**src/rtl/ram_port_arbiter_if.sv**
```systemverilog
// Purpose : one requester's command/response bundle for ram_port_arbiter.
// Ports   : req/we/addr/wdata (requester -> arbiter), gnt/rvalid/rdata (arbiter -> requester).
// Modports: master = requester side, slave = arbiter side.
interface ram_port_arbiter_if #(
  parameter int ADDR_W = 10,
  parameter int DATA_W = 8
) ();
  logic              req;
  logic              we;
  logic [ADDR_W-1:0] addr;
  logic [DATA_W-1:0] wdata;
  logic              gnt;
  logic              rvalid;
  logic [DATA_W-1:0] rdata;

  modport master (output req, we, addr, wdata, input gnt, rvalid, rdata);
  modport slave  (input req, we, addr, wdata, output gnt, rvalid, rdata);
endinterface

```
**src/rtl/ram_port_arbiter.sv**
```systemverilog
// Purpose : shares one single-port RAM between requesters A and B, round-robin with a
//           bounded burst allowance; read data is routed back by a pipeline owner tag.
// Latency : RAM command registered 1 cycle after grant; rvalid/rdata 2 cycles after grant.
// Backpressure: requester holds req+command until gnt; gnt is combinational, one transfer/cycle.
// Ports   : clk, rst_n (async active-low); a, b = requester interfaces (slave modport);
//           ram_wr/ram_rd/ram_add/ram_din = registered RAM command; ram_dout = RAM read data
//           (valid the cycle after ram_rd).
module ram_port_arbiter #(
  parameter int ADDR_W    = 10,
  parameter int DATA_W    = 8,
  parameter int MAX_BURST = 4   // legal range 1..15
) (
  input  logic              clk,
  input  logic              rst_n,
  ram_port_arbiter_if.slave a,
  ram_port_arbiter_if.slave b,
  output logic              ram_wr,
  output logic              ram_rd,
  output logic [ADDR_W-1:0] ram_add,
  output logic [DATA_W-1:0] ram_din,
  input  logic [DATA_W-1:0] ram_dout
);

  localparam logic [3:0] MAX_B = 4'(MAX_BURST);

  typedef enum logic {OWN_A = 1'b0, OWN_B = 1'b1} owner_t;

  owner_t            owner;
  logic [3:0]        burst_cnt;
  logic              gnt_a;
  logic              gnt_b;
  logic              xfer;
  logic              keep;
  logic              cmd_we;
  logic [ADDR_W-1:0] cmd_addr;
  logic [DATA_W-1:0] cmd_wdata;

  owner_t            tag_q;
  logic              a_rv_q;
  logic              b_rv_q;
  logic [DATA_W-1:0] a_hold;
  logic [DATA_W-1:0] b_hold;

  // Grant: under contention the owner keeps the RAM until it has used its burst
  // allowance, then the other port takes over. An uncontended port always wins.
  always_comb begin
    gnt_a = 1'b0;
    gnt_b = 1'b0;
    keep  = (burst_cnt < MAX_B);
    if (a.req && b.req) begin
      if (owner == OWN_A) begin
        gnt_a = keep;
        gnt_b = ~keep;
      end else begin
        gnt_b = keep;
        gnt_a = ~keep;
      end
    end else begin
      gnt_a = a.req;
      gnt_b = b.req;
    end
  end

  assign xfer = gnt_a | gnt_b;

  always_comb begin
    cmd_we    = a.we;
    cmd_addr  = a.addr;
    cmd_wdata = a.wdata;
    if (gnt_b) begin
      cmd_we    = b.we;
      cmd_addr  = b.addr;
      cmd_wdata = b.wdata;
    end
  end

  assign a.gnt = gnt_a;
  assign b.gnt = gnt_b;

  // Ownership state: OWN_A / OWN_B with an embedded saturating burst counter.
  // Counter is only compared with '<', so saturating above MAX_BURST is harmless.
  always_ff @(posedge clk or negedge rst_n) begin
    if (!rst_n) begin
      owner     <= OWN_A;
      burst_cnt <= 4'd0;
    end else if (xfer) begin
      if (gnt_b == (owner == OWN_B)) begin
        if (burst_cnt != 4'hF) burst_cnt <= burst_cnt + 4'd1;
      end else begin
        owner     <= gnt_b ? OWN_B : OWN_A;
        burst_cnt <= 4'd1;
      end
    end
  end

  // RAM command stage and read-return stage. Clearing ram_rd on reset is what
  // drops in-flight reads: no rvalid can follow a cleared strobe.
  always_ff @(posedge clk or negedge rst_n) begin
    if (!rst_n) begin
      ram_wr  <= 1'b0;
      ram_rd  <= 1'b0;
      ram_add <= '0;
      ram_din <= '0;
      tag_q   <= OWN_A;
      a_rv_q  <= 1'b0;
      b_rv_q  <= 1'b0;
      a_hold  <= '0;
      b_hold  <= '0;
    end else begin
      ram_wr <= xfer & cmd_we;
      ram_rd <= xfer & ~cmd_we;
      if (xfer) begin
        ram_add <= cmd_addr;
        ram_din <= cmd_wdata;
        tag_q   <= gnt_b ? OWN_B : OWN_A;
      end
      a_rv_q <= ram_rd && (tag_q == OWN_A);
      b_rv_q <= ram_rd && (tag_q == OWN_B);
      if (a_rv_q) a_hold <= ram_dout;
      if (b_rv_q) b_hold <= ram_dout;
    end
  end

  // RAM data arrives in the rvalid cycle itself, so it is forwarded directly
  // and also captured so rdata holds until that port's next read returns.
  assign a.rvalid = a_rv_q;
  assign b.rvalid = b_rv_q;
  assign a.rdata  = a_rv_q ? ram_dout : a_hold;
  assign b.rdata  = b_rv_q ? ram_dout : b_hold;

endmodule

```
**src/flat_wrapper.sv**
```systemverilog
// flat-port wrapper written by rule: the top's interface ports become plain ports
module ram_port_arbiter_flat 
#(
  parameter int ADDR_W    = 10,
  parameter int DATA_W    = 8,
  parameter int MAX_BURST = 4                       
)
  (clk, rst_n, ram_wr, ram_rd, ram_add, ram_din, ram_dout, a_req, a_we, a_addr, a_wdata, a_gnt, a_rvalid, a_rdata, b_req, b_we, b_addr, b_wdata, b_gnt, b_rvalid, b_rdata);
  ram_port_arbiter_if #(.ADDR_W(ADDR_W), .DATA_W(DATA_W)) a_i ();
  ram_port_arbiter_if #(.ADDR_W(ADDR_W), .DATA_W(DATA_W)) b_i ();
  input  logic clk;
  input  logic rst_n;
  output logic ram_wr;
  output logic ram_rd;
  output logic [ADDR_W-1:0] ram_add;
  output logic [DATA_W-1:0] ram_din;
  input  logic [DATA_W-1:0] ram_dout;
  input wire logic [$bits(a_i.req)-1:0] a_req;
  input wire logic [$bits(a_i.we)-1:0] a_we;
  input wire logic [$bits(a_i.addr)-1:0] a_addr;
  input wire logic [$bits(a_i.wdata)-1:0] a_wdata;
  output wire logic [$bits(a_i.gnt)-1:0] a_gnt;
  output wire logic [$bits(a_i.rvalid)-1:0] a_rvalid;
  output wire logic [$bits(a_i.rdata)-1:0] a_rdata;
  input wire logic [$bits(b_i.req)-1:0] b_req;
  input wire logic [$bits(b_i.we)-1:0] b_we;
  input wire logic [$bits(b_i.addr)-1:0] b_addr;
  input wire logic [$bits(b_i.wdata)-1:0] b_wdata;
  output wire logic [$bits(b_i.gnt)-1:0] b_gnt;
  output wire logic [$bits(b_i.rvalid)-1:0] b_rvalid;
  output wire logic [$bits(b_i.rdata)-1:0] b_rdata;
  assign a_i.req = a_req;
  assign a_i.we = a_we;
  assign a_i.addr = a_addr;
  assign a_i.wdata = a_wdata;
  assign a_gnt = a_i.gnt;
  assign a_rvalid = a_i.rvalid;
  assign a_rdata = a_i.rdata;
  assign b_i.req = b_req;
  assign b_i.we = b_we;
  assign b_i.addr = b_addr;
  assign b_i.wdata = b_wdata;
  assign b_gnt = b_i.gnt;
  assign b_rvalid = b_i.rvalid;
  assign b_rdata = b_i.rdata;
  ram_port_arbiter #(.ADDR_W(ADDR_W), .DATA_W(DATA_W), .MAX_BURST(MAX_BURST)) u_core (.clk(clk), .rst_n(rst_n), .a(a_i), .b(b_i), .ram_wr(ram_wr), .ram_rd(ram_rd), .ram_add(ram_add), .ram_din(ram_din), .ram_dout(ram_dout));
endmodule
```
**config.mk**
```make
export PLATFORM = sky130hd
export DESIGN_NAME = ram_port_arbiter_flat
export DESIGN_NICKNAME = d
export VERILOG_FILES = /design/src/rtl/ram_port_arbiter_if.sv /design/src/rtl/ram_port_arbiter.sv /design/src/flat_wrapper.sv
export SDC_FILE = /design/constraint.sdc
export NUM_CORES = 1
export LEC_CHECK = 0
export ABC_AREA = 0
export ABC_CLOCK_PERIOD_IN_PS = 4390
export BUFFER_PORTS_ARGS = -buffer_cell sky130_fd_sc_hd__clkbuf_2
export CAP_MARGIN = 0
export CORE_ASPECT_RATIO = 0.75
export CORE_UTILIZATION = 51
export CTS_CLUSTER_DIAMETER = 120
export CTS_CLUSTER_SIZE = 10
export DETAILED_ROUTE_END_ITERATION = 10
export GPL_TIMING_DRIVEN = 0
export HOLD_SLACK_MARGIN = 0.03
export PLACE_DENSITY = 0.84
export SKIP_LAST_GASP = 1
export SYNTH_ARGS = -nofsm -noshare
export SYNTH_HDL_FRONTEND = slang
export SYNTH_SLANG_ARGS = --single-unit
export TNS_END_PERCENT = 20
```
**constraint.sdc**
```tcl
create_clock -name clk -period 4.39 [get_ports clk]
set_input_delay 0.2195 -clock clk [delete_from_list [all_inputs] [get_ports clk]]
set_output_delay 0.2195 -clock clk [all_outputs]
set_load 0.05 [all_outputs]
```
* After elaboration in Yosys (flattened, before gate mapping) *
Index checks and enable logic that the tools add are counted.

cells by class
  add/sub/neg operators = 1
  multiply operators = 0
  divide/modulo/power cells = 0
  $lt $le $gt $ge = 1
  equal/unequal tests = 3
  shift-type cells = 0
  multiplexer cells = 12
  bitwise logic cells = 7
  reductions and logical operators = 5

operators with widths
  operator             count
  $mux 8               3
  $mux 10              1
  $mux 4               2
  $mux 1               6
  $add 4x1->4 const B  1
  $lt 4x3->1 const B   1
  $ne 4x4->1 const B   1
  $not 1->1            4
  $reduce_and 2->1     2
  $logic_and 1x1->1    3
  $and 1x1->1          2
  $ne 2x2->1 const B   1
  $eq 1x1->1           1
  $or 1x1->1           1

storage, ports and cells
  register bits = 44
  bits in latches = 0
  bits in writable memories = 0
  ROM bits = 0
  output and inout bits = 40
  logic and storage cells = 40
  memories = 0

* Longest topological paths before layout *
  word-level depth = 7
  mapped depth = 6
  gate-level depth less buffers = 4

* Worst setup path before layout *
No wires, ideal clock.

  path kind = reg-to-output
  start = reg u_core.burst_cnt[2]
  end = out a_gnt
  data arrival time = 1.464 ns
  data required time = 4.171 ns
  path slack = 2.706 ns
  stages on the path, launching flop included = 5
  path buffers = 1
  cell sequence = dfrtp_1 buf_6 o21a_1 or3b_2 and2_1

on the way
  cells in the longest elaborated chain, start to end = 4

ends and longest elaborated chain
  what                      RTL line                source
  start: declaration        ram_port_arbiter.sv:29  logic [3:0] burst_cnt;
  start signal: assignment  ram_port_arbiter.sv:88  if (burst_cnt != 4'hF) burst_cnt <= burst_cnt + 4'd1;
  $lt 4x3->1 *              ram_port_arbiter.sv:49  keep = (burst_cnt < MAX_B);
  $not 1->1                 ram_port_arbiter.sv:56  gnt_a = ~keep;
  $mux 1 *                  ram_port_arbiter.sv:51  if (owner == OWN_A) begin
  $mux 1 *                  ram_port_arbiter.sv:50  if (a.req && b.req) begin
  end: declaration          flat_wrapper.sv:22      output wire logic [$bits(a_i.gnt)-1:0] a_gnt;

Mark *: on every way between the ends. The rest lies on a longest branch, timed or not.

* Worst setup path after layout *
Ends and elaborated chain as after synthesis.

==> impl_metrics.py <==
metrics = {
    "status": {
        "status": "finished, final reports clean",
    },
    "critical_path": {
        "critPathArrivalTime_ns": 1.92,
        "crit_path_max_incr_delay_ns": 0.51,
        "crit_fanout": 9,
        "ff2ff_setup_slack_ns": 2.74,
        "cp_cell_sequence": "buf_6, o21a_1, or3b_2, and2_1, clkbuf_2",
        "path_class": "reg2out",
        "path_buf_inv": 2,
        "cp_top_family": "simple AND/OR/NAND/NOR gates",
        "reg2reg_to": "u_core.ram_wr",
        "reg2reg_depth": 6,
        "endpoint_kind": "output pin",
        "cp.required_ns": 4.17,
        "slowest_stage": "or3b_2",
        "worst_setup_path_start_kind": "flip-flop",
        "r2r_start": "u_core.burst_cnt[2]",
    },
    "clock_network": {
        "cts-resized-gates": 0,
        "h-tree-depth": 2,
        "path_clk_slew_ns": 0.08,
        "cts_hold_buf": 0,
        "clk_latency_ns": 0.29,
        "cts_setup_buffers": 0,
        "cts_root_buf": "clkbuf_8",
        "cts.path.max_buffers": 2,
        "cts_sinks": 44,
        "cts_tree": "yes",
        "cts_buffers": 5,
    },
    "finish": {
        "instances_no_fill": 325,
        "num-nets-final": 320,
        "utilization_pct": 68.58,
        "fill_cells": 338,
        "antenna_cells": 0,
        "drive_above_1_share_pct": 53.33,
        "post-route-cell-area_sq_mm": 0.002780,
        "synthToLayoutAreaGrowth_pct": 29.26,
    },
    "logic_synthesis": {
        "synth_edf_count": 0,
        "synth_top_area_cell": "dfrtp_1",
        "ys_ff_latch": 44,
        "synth_top_cell_area_share_pct": 51.19,
        "yosysSeqAreaShare_pct": 51.19,
        "synth_nets": 224,
        "synth_common_cells": "dfrtp_1, nor2b_1, a211o_1, o221a_2, mux2_2",
        "yosys_warnings": 0,
        "postSynthCellCount": 173,
        "synth_ff_type": "dfrtp_1",
        "netlist_area_sq_mm": 0.002151,
        "synthArstFlopShare_pct": 100.0,
        "syn_area_per_cell_sq_um": 12.43,
        "synth_most_common_cell": "dfrtp_1",
        "synth.area.top_cells": "dfrtp_1, o221a_2, mux2_2, a211o_1, nor2b_1",
        "synth_cell_types": 36,
    },
    "placed_design": {
        "dpl_worst_slack_ns": 2.572,
        "dp_hpwl_um": 3766,
        "dp_cells": 317,
        "placed_cell_area_sq_mm": 0.002665,
        "gp_congestion": 0.8079,
        "io_buffers": 89,
    },
    "sta": {
        "fin_tns_setup_ns": 0,
        "setup_ws_ns": 2.250,
        "fmax_mhz": 467.4,
        "finalSetupViolations": 0,
        "min_period_over_period_pct": 48.74,
        "fin_crit_ns": 2.140,
        "rsz0062_at_grt": "false",
        "slew_headroom_pct": 29.72,
        "fin_skew_ns": 0.003373,
        "worst_pin_slew_ns": 1.054,
        "drv_slew": 0,
        "finalHoldViolations": 0,
    },
    "route": {
        "viasPerCell": 5.477,
        "firstDrtPassIters": 4,
        "ant_nets": 0,
        "drt_wl_total_um": 5036,
        "num_vias": 1780,
        "wire_per_inst_um": 15.50,
        "first_iter_violations": 80,
        "drc": 0,
    },
    "die": {
        "io_pins": 90,
        "fp.dieArea_sq_mm": 0.004484,
        "dieHeight_um": 58.24,
        "fp-row-count": 20,
        "start_util_pct": 53.06,
        "die_x_um": 76.99,
        "core_sq_mm": 0.004054,
    },
    "power": {
        "ir_worst_vdd_mv": 0.5537,
        "p_leak_nw": 1.352,
        "pwr_density_cell_mw_per_mm2": 733.9,
    },
    "global_route": {
        "track_usage_pct": 23.83,
        "grt_overflow": 0,
        "grt_max_degree": 45,
        "grt_pass1_wl_um": 8135,
        "grt_pass1_vias": 1740,
        "antenna_found_initial": 0,
    },
    "flow_run": {
        "cap_violations": 0,
    },
    "min_path": {
        "hp-class": "in2async",
    },
}
report_power, final:
part           switching [mW]  internal [mW]  leakage, nW
logic                   0.780          0.335        0.777
registers              0.0593          0.556        0.521
clock network           0.138          0.171       0.0548
cells in the final DEF, fill, tap and decap left out, types with 2 or more instances in the layout:
| master | instances |
|---|---|
| a211o_1 | 18 |
| nor2_1 | 2 |
| clkbuf_2 | 89 |
| clkbuf_8 | 5 |
| buf_2 | 5 |
| mux2i_1 | 2 |
| mux2_2 | 17 |
| clkbuf_1 | 8 |
| nand3_1 | 2 |
| nor2b_1 | 23 |
| inv_1 | 2 |
| o21ai_0 | 2 |
| dfrtp_1 | 44 |
| nor3b_1 | 2 |
| o221a_2 | 18 |
| and2_1 | 3 |
| o21a_1 | 3 |
| buf_6 | 2 |
kinds of logic (layout without fill, tap and decap cells):
logic type,Yosys count,after routing,synth area share (%)
adders and majority gates,1,1,0.5816
and+or+nand+nor,37,37,11.11
DFF,44,44,51.19
buffers and inverters,20,117,4.654
AOI/OAI and AO/OA,52,52,22.63
muxes,19,19,9.831
metal layers:
metal | track usage (%) | vias up | share of wire (%)
met1 | 30.55 | 854 | 45
met3 | 6.929 | 6 | 7.1
li1 | - | 852 | -
met5 | 0 | - | 0
met2 | 40.05 | 68 | 47
met4 | 6.739 | 0 | 0.91
worst max path at each step:
stage	startpoint	to	slack, ns	cells after the start
2_1_floorplan	u_core.burst_cnt[2]	a_gnt	2.71	4
3_3_place_gp	b_req	a_gnt	2.57	5
3_5_place_dp	u_core.burst_cnt[2]	a_gnt	2.57	5
4_1_cts	u_core.burst_cnt[2]	a_gnt	2.25	5
5_1_grt	u_core.burst_cnt[2]	a_gnt	2.21	5
6_report	u_core.burst_cnt[2]	a_gnt	2.25	5
state kept, by name (all words and copies together) (netlist names):
| signal | cells |
|---|---|
| u_core.ram_add | 10 |
| u_core.a_hold | 8 |
| u_core.b_hold | 8 |
| u_core.ram_din | 8 |
| u_core.burst_cnt | 4 |
| u_core.a.rvalid | 1 |
| u_core.b.rvalid | 1 |
| u_core.owner | 1 |
| u_core.ram_rd | 1 |
| u_core.ram_wr | 1 |
| u_core.tag_q | 1 |
cell type report:
cell class | instances | area [sq um] | area share (%)
clock buffers | 5 | 68.82 | 2.475
well taps | 55 | 68.82 | 2.475
inverters | 3 | 11.26 | 0.4050
plain buffers | 17 | 88.84 | 3.195
clock inverters | 3 | 46.29 | 1.665
flip-flops and latches | 44 | 1101 | 39.60
repair buffers | 89 | 445.4 | 16.02
multi-input cells | 109 | 949.7 | 34.16
per-stage QoR:
step | total power [mW] | hold slack [ns]
final | 2.040 | 0.1023
after global routing | 2.141 | 0.1127
after CTS | 2.054 | 0.09461
after detailed placement | 1.745 | 0.4102
after global placement | 1.719 | 0.4080
after floorplan | 1.490 | -0.07609
No activity file was read; power rests on OpenSTA's default activity.
